File: src/rtl/if_fetch_stage.sv
// Instruction-fetch stage: owns the PC, runs the req/ack handshake to
// instruction memory, and loads the IF/ID pipeline register. A one-entry
// hold buffer absorbs a response that arrives while decode is stalled, and
// a drop state swallows a response that was in flight when EX redirected.
module if_fetch_stage #(
    parameter logic [31:0] RESET_PC = 32'h0000_0000,
    parameter logic [31:0] NOP_INST = 32'h0000_0013
) (
    input  logic        clk,
    input  logic        rst,
    input  logic [31:0] npc,
    input  logic        pc_write,
    input  logic        ifid_write,
    input  logic        redirect,
    output logic [31:0] PC,
    output logic        imem_req,
    output logic [31:0] imem_addr,
    input  logic        imem_ack,
    input  logic [31:0] imem_rdata,
    output logic [31:0] PC_ID,
    output logic [31:0] inst_ID,
    output logic        valid_ID,
    output logic        if_stall
);

    typedef enum logic [1:0] {
        S_FETCH,
        S_HOLD,
        S_DROP
    } state_t;

    state_t      state;
    logic [31:0] hold_pc;
    logic [31:0] hold_inst;
    logic [31:0] drop_addr;

    // Request side: the hold state blocks new requests, the drop state keeps
    // presenting the abandoned address until its response comes back.
    always_comb begin
        imem_req  = ~rst && (state != S_HOLD);
        imem_addr = (state == S_DROP) ? drop_addr : PC;
        if_stall  = imem_req & ~imem_ack;
    end

    // Fetch FSM, PC register, hold buffer and IF/ID register.
    always_ff @(posedge clk) begin
        if (rst) begin
            state     <= S_FETCH;
            PC        <= RESET_PC;
            hold_pc   <= '0;
            hold_inst <= '0;
            drop_addr <= '0;
            PC_ID     <= '0;
            inst_ID   <= NOP_INST;
            valid_ID  <= 1'b0;
        end else if (redirect) begin
            // Redirect beats stalls: flush IF/ID, take the target, and make
            // sure any response still owed by memory is thrown away.
            PC       <= npc;
            valid_ID <= 1'b0;
            inst_ID  <= NOP_INST;
            case (state)
                S_FETCH: begin
                    if (!imem_ack) begin
                        drop_addr <= PC;
                        state     <= S_DROP;
                    end
                end
                S_HOLD: state <= S_FETCH;
                S_DROP: begin
                    if (imem_ack) begin
                        state <= S_FETCH;
                    end
                end
                default: state <= S_FETCH;
            endcase
        end else begin
            case (state)
                S_FETCH: begin
                    if (imem_ack) begin
                        if (ifid_write) begin
                            PC_ID    <= PC;
                            inst_ID  <= imem_rdata;
                            valid_ID <= 1'b1;
                            if (pc_write) begin
                                PC <= npc;
                            end
                        end else begin
                            // PC stays put so the held word keeps matching PC
                            // when it is finally delivered.
                            hold_pc   <= PC;
                            hold_inst <= imem_rdata;
                            state     <= S_HOLD;
                        end
                    end else if (ifid_write) begin
                        valid_ID <= 1'b0;
                    end
                end
                S_HOLD: begin
                    if (ifid_write) begin
                        PC_ID    <= hold_pc;
                        inst_ID  <= hold_inst;
                        valid_ID <= 1'b1;
                        if (pc_write) begin
                            PC <= npc;
                        end
                        state <= S_FETCH;
                    end
                end
                S_DROP: begin
                    if (ifid_write) begin
                        valid_ID <= 1'b0;
                    end
                    if (imem_ack) begin
                        state <= S_FETCH;
                    end
                end
                default: state <= S_FETCH;
            endcase
        end
    end

endmodule

File: config.mk
export PLATFORM = sky130hd
export DESIGN_NAME = if_fetch_stage
export DESIGN_NICKNAME = d
export VERILOG_FILES = /design/src/rtl/if_fetch_stage.sv
export SDC_FILE = /design/constraint.sdc
export NUM_CORES = 1
export LEC_CHECK = 0
export BUFFER_PORTS_ARGS = -buffer_cell sky130_fd_sc_hd__clkbuf_2
export CORE_MARGIN = 10
export CORE_UTILIZATION = 45
export DETAILED_ROUTE_END_ITERATION = 8
export PLACE_DENSITY = 0.8
export SETUP_SLACK_MARGIN = 0.5
export SLEW_MARGIN = 40
export SYNTH_ARGS = -nofsm -noshare
export SYNTH_HDL_FRONTEND = slang
export SYNTH_SLANG_ARGS = --single-unit
File: constraint.sdc
create_clock -name clk -period 2.4 [get_ports clk]
set_input_delay 0.24 -clock clk [delete_from_list [all_inputs] [get_ports clk]]
set_output_delay 0.24 -clock clk [all_outputs]
set_load 0.02 [all_outputs]
==> results.py, run 1 <==
metrics = {
    "route": {
        "drt_pass1_iterations": 5,
        "routedWlPerCell_um": 20.02,
        "avgViaCountPerCell": 5.576,
        "num_vias": 7684,
        "drc_errors": 0,
        "wl_mm": 27.58,
        "drt_iter0_drc": 451,
        "ant_nets": 0,
    },
    "timing": {
        "setup_tns_ns": 0,
        "rsz0062_at_grt": "true",
        "finClkSkew_ns": 0.006526,
        "drv_slew": 0,
        "setup_viol": 0,
        "fin_crit_sh_pct": 82.62,
        "holdWs_ns": 0.01894,
        "finalHoldViolCount": 0,
        "slew_headroom_pct": 55.52,
        "fmax_mhz": 504.3,
        "tightest_slew_ns": 0.6672,
        "min_period_ns": 1.983,
        "layout_setup_ws_ns": 0.4171,
    },
    "run": {
        "cap_violations": 0,
    },
    "logic_synthesis": {
        "synth_top_area_cell": "dfxtp_1",
        "syn-num-nets": 1010,
        "synthAdderAreaFrac_pct": 1.057,
        "syn_area_um2": 8285,
        "yosys.area.top_type_share_pct": 47.12,
        "synth.area.top_cells": "dfxtp_1, nand2_1, a21oi_1",
        "yosysSeqAreaShare_pct": 47.12,
        "synth_cell_types": 32,
        "synth_top_family_by_area": "compound AO/OA/AOI/OAI gates",
        "muxShareOfSynthArea_pct": 12.56,
        "synth_compound_area_share_pct": 19.72,
        "netlist_instances": 933,
        "synthSimpleGateAreaFrac_pct": 13.86,
        "syn_area_per_cell_um2": 8.880,
        "ys_warn_count": 0,
        "synth_xor_area_share_pct": 0.1057,
        "ys_ff_latch": 195,
    },
    "power_and_ir_drop": {
        "p_leak_nw": 4.360,
        "irDropWorstVdd_mv": 0.5476,
        "power_density_nw_per_um2": 824.5,
        "totalPowerFinal_mw": 9.326,
    },
    "floorplan": {
        "placementRows": 49,
        "dieArea_um2": 24240,
        "ios": 201,
        "coreArea_um2": 18020,
        "die_y_um": 155.7,
        "die_w_um": 155.7,
        "start_util_pct": 45.97,
    },
    "setup_path": {
        "crit_chain": "inv_6 > ha_4 > buf_12 > buf_16 > mux2_4 > buf_8",
        "r2r_cells": 10,
        "cpPeakStageDelay_ns": 0.38,
        "critPathArrivalTime_ns": 1.74,
        "crit_path_end_kind": "output port",
        "crit_path_top_delay_cell": "dfxtp_4",
        "r2r_setup_slack_ns": 0.43,
        "crit_fanout": 4,
        "required_ns": 2.16,
        "crit_family": "buffers and inverters",
        "startpoint_type": "flop",
        "path_class": "flop to output port",
        "cp_num_buf_inv": 4,
        "reg2reg_from": "state[0]",
        "rr_endpoint": "PC_ID[20]",
    },
    "final_layout": {
        "fill_cells": 1443,
        "drive_above_1_share_pct": 37.16,
        "final_common_cell": "nand2_1",
        "area_delta_synth_final_pct": 36.51,
        "diodes": 0,
        "layout.nets": 1213,
        "most-common-layout-cells": "nand2_1, dfxtp_1, clkbuf_2, a21oi_1, mux2i_1",
    },
    "hold_path": {
        "hold_class": "input port to flop",
        "min_path_cells": 3,
        "hold_end": "PC[8]",
        "hp-start": "npc[8]",
    },
    "cts": {
        "clock_path_buffers": 2,
        "clk_pin_slew_ns": 0.07,
        "holdBufCountCts": 0,
        "h-tree-depth": 4,
        "cts_tree": "done",
        "clk_latency_ns": 0.44,
        "numCtsBuffers": 17,
        "clockRootBuffer": "clkbuf_16",
        "numClockSinks": 195,
    },
    "place": {
        "dp_hpwl_mm": 15.33,
        "place.gp.congestion": 0.8278,
        "pre_cts_ws_ns": 0.03471,
        "portBuffers": 200,
    },
    "global_routing": {
        "grt_first_pass_wirelength_mm": 39.29,
        "grt_pass1_vias": 7078,
        "grtUsageTotal_pct": 20.09,
        "grt_max_degree": 79,
        "overflow": 0,
        "antenna_found_initial": 1,
    },
    "run_status": {
        "status": "finished, final reports clean",
    },
}
synth_stat cells:
cell type  count
ha_1           7
a311oi_2      32
nor2_1        32
mux2_4         2
a31o_2         1
a211oi_1      29
nand4b_1       1
a21oi_1      162
a31oi_2        1
o32ai_1        1
xnor2_1        1
inv_1          7
nor4b_1        1
o21ai_0        3
o2bb2ai_1      1
buf_6         11
clkbuf_1      45
a311oi_1       1
nor3_1         1
nor2b_1        2
o31ai_1        1
mux2_2        32
o211ai_1       5
mux2i_1       65
dfxtp_1      195
o21a_1         1
buf_1          4
buf_2         21
a32o_1         1
buf_4          3
nand2_1      263
and2_1         1
kinds of logic after synthesis:
kind of cell,Yosys count
AND/OR/NAND/NOR,301
adder cells (fa/ha/maj),7
AO/OA/AOI/OAI,239
buffers and inverters,91
XOR/XNOR,1
multiplexers,99
flip-flops,195
report_power, final:
group / internal, mW / leakage, nW / switching, mW / total, mW
Clock: 1.62 / 0.285 / 1.33 / 2.95
Sequential: 3.45 / 1.59 / 0.187 / 3.63
Combinational: 1.21 / 2.49 / 1.54 / 2.74
Total: 6.27 / 4.36 / 3.05 / 9.33
metrics by stage:
| step | cells | util [%] | cell area [µm²] |
|---|---|---|---|
| after floorplan | 933 | - | 8287 |
| after global placement | 1295 | 51.87 | 9350 |
| after detailed placement | 1295 | 51.87 | 9350 |
| after CTS | 1349 | 58.18 | 10490 |
| after global routing | 1378 | 62.75 | 11310 |
| final | 1378 | 62.75 | 11310 |
area by class of cell:
cell class | instances | area [µm²] | area share, %
clock buffer | 21 | 460.4 | 4.071
clock inverter | 11 | 140.1 | 1.239
inverter | 7 | 31.28 | 0.2765
multi-input combinational | 652 | 4432 | 39.18
sequential | 195 | 3911 | 34.58
tap | 229 | 286.5 | 2.533
timing repair buffer | 263 | 2049 | 18.12
metal layers:
metal | wire length, µm | track usage, % | vias up
li1 | - | - | 3629
met1 | 11310 | 25.07 | 3648
met2 | 12900 | 30.77 | 345
met3 | 2411 | 6.589 | 60
met4 | 947 | 9.358 | 2
met5 | 13 | 0 | -
sequential cells by signal, indices dropped and copies added (netlist names), named ones only:
name / flops
PC: 32
PC_ID: 32
drop_addr: 32
hold_inst: 32
hold_pc: 32
inst_ID: 32
state: 2
worst min-delay path, stage by stage:
cell and delay, ns:
clkbuf_2 0.08, nand2_1 0.04, a21oi_1 0.05
worst max path at each step:
stage | slack, ns | end | startpoint | cells after the start
after global placement | 0.14 | PC_ID[13] | state[0] | 6
final | 0.42 | imem_addr[30] | state[0] | 6
after CTS | 0.39 | imem_addr[23] | state[0] | 5
after global routing | 0.37 | PC_ID[20] | state[0] | 10
after detailed placement | 0.03 | PC_ID[7] | state[0] | 6
after floorplan | 0.50 | PC_ID[14] | state[0] | 9
repair_timing:
action                     CTS  global route
setup buffers               14            21
gates cloned                 8             8
resized for setup           66           132
pin swaps                    4            40
hold endpoints to repair     0             0
setup endpoints to repair  119           164
(Power assumes the default switching activity.)
==> inputs of run 2 (changes only) <==
- PLACE_DENSITY: 0.8 -> 0.83
- clock period: 2.4 -> 1.8 ns (I/O delays scaled with it)
==> run 2 against run 1 <==
Effect of this change: critical path depth increased by 3; die area unchanged; worst hold slack improved by 0.12 ns; the run now ends with negative setup slack left; sequential cell count is the same; cell area up 27%; clock power is 30% higher; critical path type is now flop to flop; combinational power is 96% higher; final cell count grew 9.9%; total power grew 51%; sequential power rose by 36%.
==> results.py, run 2 (synthesized netlist as in run 1, its figures left out) <==
metrics = {
    "run_status": {
        "status": "finished with violations",
        "failed_checks": "negative setup slack",
    },
    "cts": {
        "numClockSinks": 195,
        "clk_pin_slew_ns": 0.08,
        "numCtsBuffers": 17,
        "clockRootBuffer": "clkbuf_16",
        "clk_latency_ns": 0.44,
        "h-tree-depth": 4,
        "cts_tree": "done",
        "clock_path_buffers": 2,
    },
    "setup_path": {
        "crit_cells": 9,
        "crit_path_end_kind": "flop",
        "crit_chain": "inv_4 > buf_6 > ha_4 > mux2_4 > buf_6 > a32o_4 > buf_6 > buf_16 > a311oi_2",
        "required_ns": 2.14,
        "cp_num_buf_inv": 5,
        "cpMostUsedCell": "buf_6",
        "startpoint_type": "flop",
        "critPathArrivalTime_ns": 2.46,
        "crit_fanout": 5,
        "cpPeakStageDelay_ns": 0.37,
        "crit_family": "compound AO/OA/AOI/OAI gates",
        "r2r_setup_slack_ns": -0.33,
        "r2r_cells": 9,
        "path_class": "flop to flop",
        "crit_path_top_delay_cell": "dfxtp_4",
    },
    "timing": {
        "fmax_mhz": 469.7,
        "finalHoldViolCount": 0,
        "finClkSkew_ns": 0.01692,
        "slew_headroom_pct": 68.34,
        "fin_crit_sh_pct": 118.3,
        "setup_viol": 166,
        "min_period_ns": 2.129,
        "holdWs_ns": 0.1359,
        "rsz0062_at_grt": "true",
        "tightest_slew_ns": 0.4749,
        "drv_slew": 0,
        "layout_setup_ws_ns": -0.3291,
    },
    "floorplan": {
        "ios": 201,
        "start_util_pct": 45.97,
        "placementRows": 49,
        "dieArea_um2": 24240,
        "coreArea_um2": 18020,
        "die_y_um": 155.7,
        "die_w_um": 155.7,
    },
    "global_routing": {
        "grt_first_pass_wirelength_mm": 48.20,
        "grtUsageTotal_pct": 24.91,
        "antenna_found_initial": 3,
        "grt_max_degree": 70,
        "grt_pass1_vias": 8456,
        "overflow": 0,
    },
    "final_layout": {
        "final_area_um2": 14410,
        "most-common-layout-cells": "dfxtp_1, nand2_1, clkbuf_2, a21oi_2, mux2i_1",
        "seq_area_um2": 3911,
        "fin_cells": 1515,
        "drive_above_1_share_pct": 52.69,
        "fill_cells": 940,
        "multi_input_area_um2": 5454,
        "area_delta_synth_final_pct": 73.86,
        "layout.nets": 1348,
    },
    "power_and_ir_drop": {
        "pwr-share-comb_pct": 38.1,
        "irDropWorstVdd_mv": 0.6912,
        "sw_frac_of_total_pct": 34.86,
        "clockPowerShare_pct": 27.1,
        "p_int_mw": 9.202,
        "seqPwrFrac_pct": 34.8,
        "p_sw_mw": 4.925,
        "power_density_nw_per_um2": 980.7,
        "p_leak_nw": 5.775,
    },
    "route": {
        "wl_mm": 38.13,
        "num_vias": 9136,
        "drc_errors": 0,
        "drt_pass1_iterations": 5,
        "avgViaCountPerCell": 6.030,
        "drt_iter0_drc": 793,
        "ant_nets": 0,
        "routedWlPerCell_um": 25.17,
    },
    "place": {
        "dp_hpwl_mm": 16.41,
        "pre_cts_ws_ns": -0.03868,
        "postPlaceCellArea_um2": 10060,
        "portBuffers": 200,
        "post-place-cells": 1314,
        "place.gp.congestion": 0.7960,
    },
    "hold_path": {
        "hold_class": "input port to flop",
        "min_path_cells": 2,
    },
    "run": {
        "cap_violations": 0,
    },
}
==> run 2: power by group through the flow <==
stage	clock network [mW]	registers, mW	logic (mW)
5_1_grt	4.00	4.94	5.56
3_5_place_dp	0	4.92	2.94
4_1_cts	3.79	4.84	4.46
3_3_place_gp	0	4.91	2.88
6_report	3.83	4.92	5.38
2_1_floorplan	0	5.12	2.00
==> run 2: per-stage QoR <==
step | power [mW] | setup TNS [ns] | utilization, %
6_report | 14.13 | -22.65 | 79.92
5_1_grt | 14.50 | -29.30 | 79.92
4_1_cts | 13.09 | -14.15 | 72.07
3_5_place_dp | 7.865 | -0.2738 | 55.82
3_3_place_gp | 7.789 | 0 | 55.82
2_1_floorplan | 7.129 | 0 | -
==> run 2: path summary, 6_finish.rpt <==
path,start,endpoint
worst max-delay path,state[0],PC_ID[0]
worst min-delay path,rst,hold_pc[22]
worst max register to register,state[0],PC_ID[0]
worst min register to register,hold_pc[14],hold_pc[14]
==> run 2: what timing repair did <==
item | 4_1_cts | 5_1_grt
hold buffers | 64 | 0
setup endpoints to repair | 235 | 256
gates cloned | 31 | 11
hold endpoints to repair | 64 | 0
pin swaps | 41 | 91
buffers inserted | 33 | 28
gates resized for setup | 175 | 279
==> run 2: area by class of cell <==
type / instances / area share (%)
multi-input combinational: 652 / 37.86
timing repair buffer: 398 / 28.71
sequential: 195 / 27.15
clock buffer: 17 / 2.953
tap: 229 / 1.989
clock inverter: 14 / 1.042
inverter: 7 / 0.2432
antenna: 3 / 0.05211
==> run 2: metal layers <==
layer	track usage, %	share of wire (%)	vias to the layer above
met4	11.10	5.8	0
li1	-	-	3933
met1	28.73	36	4438
met2	43.39	50	604
met3	5.238	8.8	161
met5	0	0	-
==> inputs of run 3 (changes only) <==
- CTS_BUF_LIST: not set -> sky130_fd_sc_hd__clkbuf_8 sky130_fd_sc_hd__clkbuf_16
- TNS_END_PERCENT: not set -> 50
==> run 3 against run 2 <==
Effect of this change: the flow still finishes with violations (negative setup slack); first-iteration DRC count is 17% lower; worst hold slack got worse by 0.13 ns; highest routed layer unchanged; non-clock buffer count down 52; clock power down 6.0%; count of clock-buffer cells in the layout did not move; cell area fell by 8.4%; via count fell by 7.1%; combinational power shrank 13%; total power down 6.8%; clock skew is 0.0070 ns lower; sequential power barely moved; sequential cell count stayed put.
==> results.py, run 3 (synthesized netlist as in run 1, its figures left out) <==
metrics = {
    "timing": {
        "finalHoldViolCount": 0,
        "tightest_slew_ns": 0.4894,
        "fin_crit_sh_pct": 113.8,
        "drv_slew": 0,
        "layout_setup_ws_ns": -0.2480,
        "holdWs_ns": 0.009204,
        "slew_headroom_pct": 67.37,
        "min_period_ns": 2.048,
        "fmax_mhz": 488.3,
        "setup_viol": 118,
        "rsz0062_at_grt": "true",
        "finClkSkew_ns": 0.009946,
    },
    "place": {
        "dp_hpwl_mm": 16.76,
        "portBuffers": 200,
        "pre_cts_ws_ns": -0.007549,
        "place.gp.congestion": 0.8097,
    },
    "setup_path": {
        "crit_path_top_delay_cell": "dfxtp_4",
        "required_ns": 2.12,
        "crit_fanout": 5,
        "startpoint_type": "flop",
        "crit_path_end_kind": "flop",
        "cpPeakStageDelay_ns": 0.37,
        "crit_chain": "inv_4 > buf_6 > ha_4 > mux2_4 > a32o_4 > buf_12 > buf_16 > a311oi_2",
        "critPathArrivalTime_ns": 2.36,
        "reg2reg_from": "state[0]",
        "r2r_setup_slack_ns": -0.25,
        "path_class": "flop to flop",
        "rr_endpoint": "PC_ID[18]",
        "r2r_cells": 8,
    },
    "final_layout": {
        "final_common_cell": "nand2_1",
        "layout.nets": 1295,
        "area_delta_synth_final_pct": 59.27,
        "drive_above_1_share_pct": 47.20,
        "fin_util_pct": 73.21,
        "most-common-layout-cells": "nand2_1, dfxtp_1, clkbuf_2, a21oi_1, mux2i_1",
    },
    "hold_path": {
        "hold_end": "hold_inst[13]",
        "min_path_cells": 3,
        "hp-start": "imem_rdata[13]",
        "hold_class": "input port to flop",
    },
    "power_and_ir_drop": {
        "irDropWorstVdd_mv": 0.6625,
        "p_leak_nw": 5.105,
        "power_density_nw_per_um2": 998.0,
    },
    "global_routing": {
        "overflow": 0,
        "grt_first_pass_wirelength_mm": 47.20,
        "grt_use_met2_pct": 41.45,
        "grtUsageMet3_pct": 6.589,
        "grt_util_met1_pct": 27.91,
        "grt_pass1_vias": 8335,
        "grt_max_degree": 56,
        "grtUsageTotal_pct": 24.25,
        "antenna_found_initial": 3,
        "grt.busiest_layer": "met2",
    },
    "floorplan": {
        "die_y_um": 155.7,
        "dieArea_um2": 24240,
        "ios": 201,
        "coreArea_um2": 18020,
        "placementRows": 49,
        "start_util_pct": 45.97,
        "die_w_um": 155.7,
    },
    "cts": {
        "clk_pin_slew_ns": 0.07,
        "clockRootBuffer": "clkbuf_16",
        "clk_latency_ns": 0.43,
        "clock_path_buffers": 2,
        "numCtsBuffers": 17,
        "cts_tree": "done",
        "numClockSinks": 195,
        "h-tree-depth": 4,
    },
    "run_status": {
        "failed_checks": "negative setup slack",
        "status": "finished with violations",
    },
    "route": {
        "drt_pass1_iterations": 5,
        "wl_mm": 32.83,
        "avgViaCountPerCell": 5.803,
        "num_vias": 8490,
        "drc_errors": 0,
        "ant_nets": 0,
        "routedWlPerCell_um": 22.44,
        "drt_iter0_drc": 662,
    },
    "run": {
        "cap_violations": 0,
    },
}
[run 3: cell types whose count changed in the layout (fill, tap and decap cells not counted), sizes merged]
| cell | previous run | this run |
|---|---|---|
| bufinv | 1 | 0 |
| dlygate4sd3 | 64 | 63 |
| clkinvlp | 3 | 5 |
| buf | 159 | 113 |
| clkinv | 6 | 5 |
| clkbuf | 192 | 187 |
| o21a | 2 | 1 |
| inv | 11 | 12 |
[run 3: worst max-delay path, delay by kind of cell (launching register included)]
kind	cells	cell delay (ns)
muxes	1	0.32
AOI/OAI and AO/OA	2	0.64
adders and majority gates	1	0.18
buffers and inverters	4	0.43
DFF	1	0.37
[run 3: repair_timing]
action / CTS / global route
setup endpoints to repair: 239 / 241
gates resized for setup: 155 / 171
hold buffers: 63 / 0
pin swaps: 38 / 39
buffers inserted: 17 / 10
gates cloned: 20 / 2
hold endpoints to repair: 63 / 0
[run 3: stage by stage]
step           power (mW)  instances  setup TNS [ns]  area (µm²)
2_1_floorplan       7.088        933               0        8865
3_3_place_gp        7.852       1316               0       10140
3_5_place_dp        7.935       1316        -0.01007       10140
4_1_cts             12.67       1448          -9.456       12530
5_1_grt             13.62       1463          -17.44       13200
6_report            13.17       1463          -12.36       13200
[run 3: worst max path at each step]
| stage | from | end | slack [ns] | cells after the start |
|---|---|---|---|---|
| finish | state[0] | PC_ID[18] | -0.25 | 8 |
| global route | state[0] | PC_ID[18] | -0.28 | 8 |
| CTS | state[0] | imem_addr[0] | -0.19 | 6 |
| detailed placement | state[0] | PC_ID[13] | -0.008 | 6 |
| global placement | state[0] | PC_ID[15] | 0.05 | 7 |
| floorplan | state[0] | PC_ID[0] | 0.02 | 9 |
[run 3: layer usage]
layer	wire length, µm	part of all wire (%)
met1	12010	37
met2	16480	50
met3	2741	8.4
met4	1595	4.9
met5	0	0
[run 3: power by group]
group	switching, mW	internal, mW
clock network	1.79	1.81
logic	2.43	2.23
registers	0.307	4.60
total	4.53	8.64
[run 3: area by class of cell]
cell class	count	area [µm²]
clock buffer	17	425.4
tap	229	286.5
multi-input combinational	651	5056
fill	1089	4828
clock inverter	15	128.9
antenna	3	7.507
sequential	195	3945
inverter	7	32.53
timing repair buffer	346	3314
